===== src/rtl/wb_master_bridge.sv =====
// Bridges the PicoRV32 native memory interface onto Wishbone B4 classic single cycles,
// with a bus timeout and an error return so an absent or faulting responder cannot hang the core.
module wb_master_bridge #(
    parameter int unsigned TIMEOUT  = 255,
    parameter logic [31:0] ERR_DATA = 32'hDEAD_BEEF
) (
    input  logic        clk_i,
    input  logic        rst_ni,
    input  logic        mem_valid_i,
    input  logic [31:0] mem_addr_i,
    input  logic [31:0] mem_wdata_i,
    input  logic [3:0]  mem_wstrb_i,
    output logic        mem_ready_o,
    output logic [31:0] mem_rdata_o,
    output logic [31:0] adr_o,
    output logic [31:0] dat_o,
    input  logic [31:0] dat_i,
    output logic        we_o,
    output logic [3:0]  sel_o,
    output logic        cyc_o,
    output logic        stb_o,
    input  logic        ack_i,
    input  logic        err_i,
    output logic        bus_err_o
);

    typedef enum logic [1:0] {IDLE, BUS, DONE} state_e;

    localparam logic [7:0] TMO_LAST = 8'(TIMEOUT - 1);

    state_e      state_q, state_d;
    logic [7:0]  cnt_q, cnt_d;
    logic        cyc_q, cyc_d;
    logic [31:0] adr_q, adr_d;
    logic [31:0] dat_q, dat_d;
    logic        we_q, we_d;
    logic [3:0]  sel_q, sel_d;
    logic [31:0] rdata_q, rdata_d;
    logic        ready_q, ready_d;
    logic        berr_q, berr_d;

    // Byte offset bits are dropped: Wishbone addresses are word aligned.
    logic unused_addr_lsb;
    assign unused_addr_lsb = ^mem_addr_i[1:0];

    always_ff @(posedge clk_i) begin
        if (!rst_ni) begin
            state_q <= IDLE;
        end else begin
            state_q <= state_d;
        end
    end

    always_comb begin
        state_d = state_q;
        case (state_q)
            IDLE: if (mem_valid_i) state_d = BUS;
            BUS:  if (err_i || ack_i || (cnt_q == TMO_LAST)) state_d = DONE;
            DONE: state_d = IDLE;
            default: state_d = IDLE;
        endcase
    end

    // Every output is computed here as a next value and registered below.
    always_comb begin
        cnt_d   = cnt_q;
        cyc_d   = cyc_q;
        adr_d   = adr_q;
        dat_d   = dat_q;
        we_d    = we_q;
        sel_d   = sel_q;
        rdata_d = rdata_q;
        ready_d = 1'b0;
        berr_d  = 1'b0;
        case (state_q)
            IDLE: begin
                cnt_d = '0;
                if (mem_valid_i) begin
                    adr_d = {mem_addr_i[31:2], 2'b00};
                    dat_d = mem_wdata_i;
                    we_d  = |mem_wstrb_i;
                    sel_d = (|mem_wstrb_i) ? mem_wstrb_i : 4'hF;
                    cyc_d = 1'b1;
                end
            end
            BUS: begin
                if (err_i) begin
                    cyc_d   = 1'b0;
                    rdata_d = ERR_DATA;
                    berr_d  = 1'b1;
                    ready_d = 1'b1;
                end else if (ack_i) begin
                    cyc_d   = 1'b0;
                    ready_d = 1'b1;
                    if (!we_q) rdata_d = dat_i;
                end else if (cnt_q == TMO_LAST) begin
                    cyc_d   = 1'b0;
                    rdata_d = ERR_DATA;
                    berr_d  = 1'b1;
                    ready_d = 1'b1;
                end else begin
                    cnt_d = cnt_q + 8'd1;
                end
            end
            default: begin
                cyc_d = 1'b0;
            end
        endcase
    end

    always_ff @(posedge clk_i) begin
        if (!rst_ni) begin
            cnt_q   <= '0;
            cyc_q   <= 1'b0;
            adr_q   <= '0;
            dat_q   <= '0;
            we_q    <= 1'b0;
            sel_q   <= '0;
            rdata_q <= '0;
            ready_q <= 1'b0;
            berr_q  <= 1'b0;
        end else begin
            cnt_q   <= cnt_d;
            cyc_q   <= cyc_d;
            adr_q   <= adr_d;
            dat_q   <= dat_d;
            we_q    <= we_d;
            sel_q   <= sel_d;
            rdata_q <= rdata_d;
            ready_q <= ready_d;
            berr_q  <= berr_d;
        end
    end

    assign cyc_o       = cyc_q;
    assign stb_o       = cyc_q;
    assign adr_o       = adr_q;
    assign dat_o       = dat_q;
    assign we_o        = we_q;
    assign sel_o       = sel_q;
    assign mem_rdata_o = rdata_q;
    assign mem_ready_o = ready_q;
    assign bus_err_o   = berr_q;

endmodule


===== config.mk =====
export PLATFORM = sky130hd
export DESIGN_NAME = wb_master_bridge
export DESIGN_NICKNAME = d
export VERILOG_FILES = /design/src/rtl/wb_master_bridge.sv
export SDC_FILE = /design/constraint.sdc
export NUM_CORES = 1
export LEC_CHECK = 0
export ABC_AREA = 1
export ABC_CLOCK_PERIOD_IN_PS = 2500
export CAP_MARGIN = 20
export CORE_ASPECT_RATIO = 1.5
export CORE_UTILIZATION = 39
export DETAILED_ROUTE_END_ITERATION = 7
export PLACE_DENSITY = 0.85
export SLEW_MARGIN = 20
export SYNTH_ARGS = -nofsm -noshare
export SYNTH_HDL_FRONTEND = slang
export SYNTH_SLANG_ARGS = --single-unit

===== constraint.sdc =====
create_clock -name clk_i -period 2.5 [get_ports clk_i]
set_input_delay 0.5 -clock clk_i [delete_from_list [all_inputs] [get_ports clk_i]]
set_output_delay 0.5 -clock clk_i [all_outputs]
set_load 0.03 [all_outputs]

* Word level (Yosys, flattened, before mapping)
Cells that the tools add are included.
** Storage, ports and cells
- Logic and storage cells :: 54
- Output and inout bits :: 105
- Input bits :: 105
- Flip-flop bits (word level) :: 112
** Cells by class
- Equality and inequality tests :: 9
- Add/subtract/negate cells :: 1
- Multiplexer cells :: 22
- Reductions and logical operators :: 12
** Operators by type and width (count)
- 2-to-1 mux 32 bit :: 4
- 2-to-1 mux 8 bit :: 3
- one-hot mux 8 bit (2 select lines) :: 1
- inequality test 2 bit (second input constant) :: 5
- 2-to-1 mux 1 bit :: 9
- adder 8 x 1 -> 8 bit (second input constant) :: 1
- == test 8 bit (second input constant) :: 1
- AND reduction 2 bit :: 4
- 2-to-1 mux 2 bit :: 2
- 2-to-1 mux 4 bit :: 1
- inequality test 4 bit (second input constant) :: 1
- one-hot mux 2 bit (2 select lines) :: 1
- AND reduction 4 bit :: 1
- OR reduction 4 bit :: 1
- inequality test 3 bit (second input constant) :: 1
- AND reduction 3 bit :: 1
- nonzero test 3 bit :: 1
- == test 2 x 1 -> 1 bit (second input constant) :: 1
- logical NOT 2 bit :: 1
- logical OR 1 bit :: 2
- one-hot mux 1 bit (2 select lines) :: 1
- nonzero test 2 bit :: 1

* Longest topological paths before layout
- Word-level depth :: 5
- Gate-level depth with buffers :: 11
- Depth with buffers taken out :: 11

* Least setup slack after synthesis
No wires, ideal clock.
- Kind :: input-to-reg
- Start :: in err_i
- End :: reg rdata_q[20], in the netlist mem_rdata_o[20]
- Buffers on the path :: 1
- Required time :: 2390 ps
- Data arrival time :: 1294 ps
- Library setup time :: 110 ps
- Path slack :: 1096 ps
- Stages on the path :: 9
- Cells stage by stage :: inv_2 > nand2_2 > inv_2 > nand2_1 > nand3_4 > buf_4 > nand2_1 > inv_1 > nor2_1
** On the way
- Word-level cells in the longest chain between the ends :: 2
- Elaborated cells between the ends (all ways) :: 4
- Those cells by class :: eq/ne (1); mux (1); reduce/logical (2)
** Ends and longest elaborated chain
- from (decl) :: RTL line 23 : input logic err_i,
- inequality test 3 bit (no line) / nonzero test 3 bit (equally long branches)
- AND reduction 3 bit (no line)
- to (signal assigned) :: RTL line 129 : rdata_q <= rdata_d;
- to (decl) :: RTL line 38 : logic [31:0] rdata_q, rdata_d;
Several ways; a longest one is shown, not always the timed one.
A chain may end at the register's enable or synchronous reset.

* Worst setup path after layout
- Start :: reg we_q, in the netlist we_o
- End :: out we_o
** RTL lines
- from (decl) :: RTL line 36 : logic we_q, we_d;
- from (signal assigned) :: RTL line 127 : we_q <= we_d;
- to (decl) :: RTL line 18 : output logic we_o,
No word-level cell between the ends.

==> impl_results.md <==
- First-pass GRT wire length: 20900 µm
- Layout cells sized above 1: 4.28%
- Antenna violations before repair: 0
- Vias in the first global route: 4459
- WHS Path Cells: 2
- Synth unique cells: 22
- Setup crit end kind: primary output
- Core Area: 0.0116 mm²
- Slew headroom: 62.7%
- Reg2Reg Capture Point: mem_rdata_o[23]$_SDFFE_PN0P_
- Most frequent cells in the layout: clkdlybuf4s50_1 (204), nor2_1 (196), dfxtp_1 (112), nand2_1 (106), inv_1 (83)
- CP max FO: 3
- Fin Hold WS: 0.474 ns
- I/O Pins: 210
- Critical Path RT: 2.00 ns
- Slew @ Worst Pin: 0.559 ns
- Leading area contributor after synthesis: dfxtp_1
- CTS tree: yes
- H-tree depth: 3
- HP Class: flip-flop to flip-flop
- ANT nets after route: 0
- Run status: completed
- Clk_skew: 0.00878 ns
- Largest net degree at the start of global routing: 104
- Avg Cell Area, Syn: 6.92 µm²
- Pleak: roughly 3.1 nW
- Vias per cell: 4.65
- Residual DRC count: 0
- R2r setup slk: roughly 0.57 ns
- CTS Hold Bufs: 0
- Site row count: 48
- CP Buf/Inv Count: 1
- Pre-CTS WS: 0.396 ns
- Power Dens Cells: roughly 640 mW/mm²
- Final setup fails: 0
- Clk root buf: clkbuf_16
- Iteration-0 DRC Markers: approximately 180
- Final Wtd Congestion: 0.847
- Post-synthesis sequential area ratio: 47.9%
- CTS max path bufs: 2
- Worst Min Path Start: cnt_q[6]$_SDFFE_PN0P_
- Worst Setup Start Kind: flip-flop
- Drt pass-1 iters: 4
- Top cells by area, synth: dfxtp_1 (48%), nor2_1 (16%), nand2_1 (8.6%), o21ai_0 (7.1%), inv_1 (6.7%)
- Die Height: 136 µm
- Port Buf Inserts: about 210
- Post_cts resized: 0
- Final slew viol count: 0
- Total Routing Usage GR: 21.0%
- Crit Path Category: flip-flop to primary output
- Max Freq: 519 MHz
- Fin crit period: approximately 1.9 ns
- Final WL: 13100 µm
- Worst path max stage delay: 0.71 ns
- NumNets Final: 967
- Diodes inserted: 0
- Clock tree sinks: 112
- Wire per inst: 12.9 µm
- Area grow syn2layout: 51.1%
- Master of the slowest instance on the critical path: clkdlybuf4s50_1
- Worst reg2reg path startpoint: state_q[1]$_SDFFE_PN0P_
- Commonest non-fill, non-tap cell in the layout: clkdlybuf4s50_1
- Seq cells post-synth: 112
- Via count of the routed design: 4722
- Number of buffers added for setup after CTS: 0
- RSZ-0062 raised after global routing: false
- Worst-path clk slew: 0.07 ns
- Cells after Synth: 677
- Initial Util: 40.4%
- CP delay by family, top: buffers and inverters
- Die footprint: between 0.01 and 0.015 mm²
- CP Data Arrival Time: between 1 and 1.5 ns
- Worst-path cell chain: clkdlybuf4s50_1
- # Max-Cap Violations: 0
- FF-to-FF path depth: 6
- Post-synth top area share: 47.9%
- Period utilisation layout: 77.1%
- Worst skew pair latency: ~0.35 ns
- Setup TNS: 0 ns
- Hold path endpoint: cnt_q[6]$_SDFFE_PN0P_
- IR drop worst, VDD: ~0.00034 V
- Dpl hpwl: 8970 µm
- Fin worst setup slack: 0.573 ns
- Post-Syn Area: 0.00468 mm²
- Die W: 91.5 µm
- CTS buffer count: 9
- Yosys warning count: 0
- Fin. Hold Viols: 0
- GR Overflow Total: 0
## through the flow
stage	power, mW	cell area, µm²	cells	utilization, %
global route	4.72	7070	1015	61.0
finish	4.50	7070	1015	61.0
floorplan	2.67	4690	678	-
global placement	3.16	6800	999	58.6
detailed placement	3.18	6800	999	58.6
CTS	4.55	7070	1015	61.0
## worst register-to-register path: stages, from the launching register on
cell,delay [ns]
dfxtp_1,0.35
nor2_2,0.43
buf_4,0.37
nand3_4,0.36
nand2_1,0.19
inv_1,0.06
nor2_1,0.10
## worst max-delay path by stage
stage | from | slack (ns) | depth (start not counted) | endpoint
CTS | we_o$_SDFFE_PN0P_ | 0.55 | 1 | we_o
global route | state_q[0]$_SDFFE_PN0P_ | 0.35 | 7 | mem_rdata_o[23]$_SDFFE_PN0P_
finish | we_o$_SDFFE_PN0P_ | 0.57 | 1 | we_o
floorplan | err_i | 1.10 | 9 | mem_rdata_o[20]$_SDFFE_PN0P_
global placement | err_i | 0.42 | 9 | mem_rdata_o[3]$_SDFFE_PN0P_
detailed placement | err_i | 0.40 | 9 | mem_rdata_o[3]$_SDFFE_PN0P_
## Yosys cell counts (all sizes together)
cell type / instances
o21ai: 66
clkbuf: 23
a21oi: 5
nand3: 10
dfxtp: 112
o221ai: 4
ha: 2
inv: 86
buf: 20
conb: 1
nor2: 198
nor3: 1
nand4: 35
nand2: 112
o21bai: 2
## cells by family after synthesis
| logic type | count (synthesis) | synth area share, % |
|---|---|---|
| buf+inv | 129 | 11.4 |
| fa+ha+maj | 2 | 0.534 |
| flops | 112 | 47.9 |
| compound gates | 77 | 8.66 |
| simple gates | 356 | 31.5 |
| other cells | 1 | 0.0801 |
## routing by layer
metal,GRT usage (%),up-vias,wire length (µm)
met1,22.7,2090,5230
met2,37.7,154,6580
met3,6.60,25,925
met5,0,-,0
met4,8.73,0,320
li1,-,2453,-
## layout make-up
class                      count  area (µm²)
sequential                   112        2240
clock buffer                  12         246
inverter                      86         323
multi-input combinational    437        1920
timing repair buffer         214        2130
clock inverter                 4        30.0
fill                        1029        4520
tap                          150         188
## registers in the layout (all words and copies together), names as in the netlist
name and count:
adr_o 30, cnt_q 8, we_o 1, sel_o 4
dat_o 32, mem_ready_o 1, bus_err_o 1, state_q 2
cyc_o 1, mem_rdata_o 32
## power breakdown
group          internal [mW]  switching [mW]
clock network          0.707           0.651
registers               1.93          0.0735
logic                  0.496           0.642
total                   3.13            1.37
No activity file was read; power rests on OpenSTA's default activity.
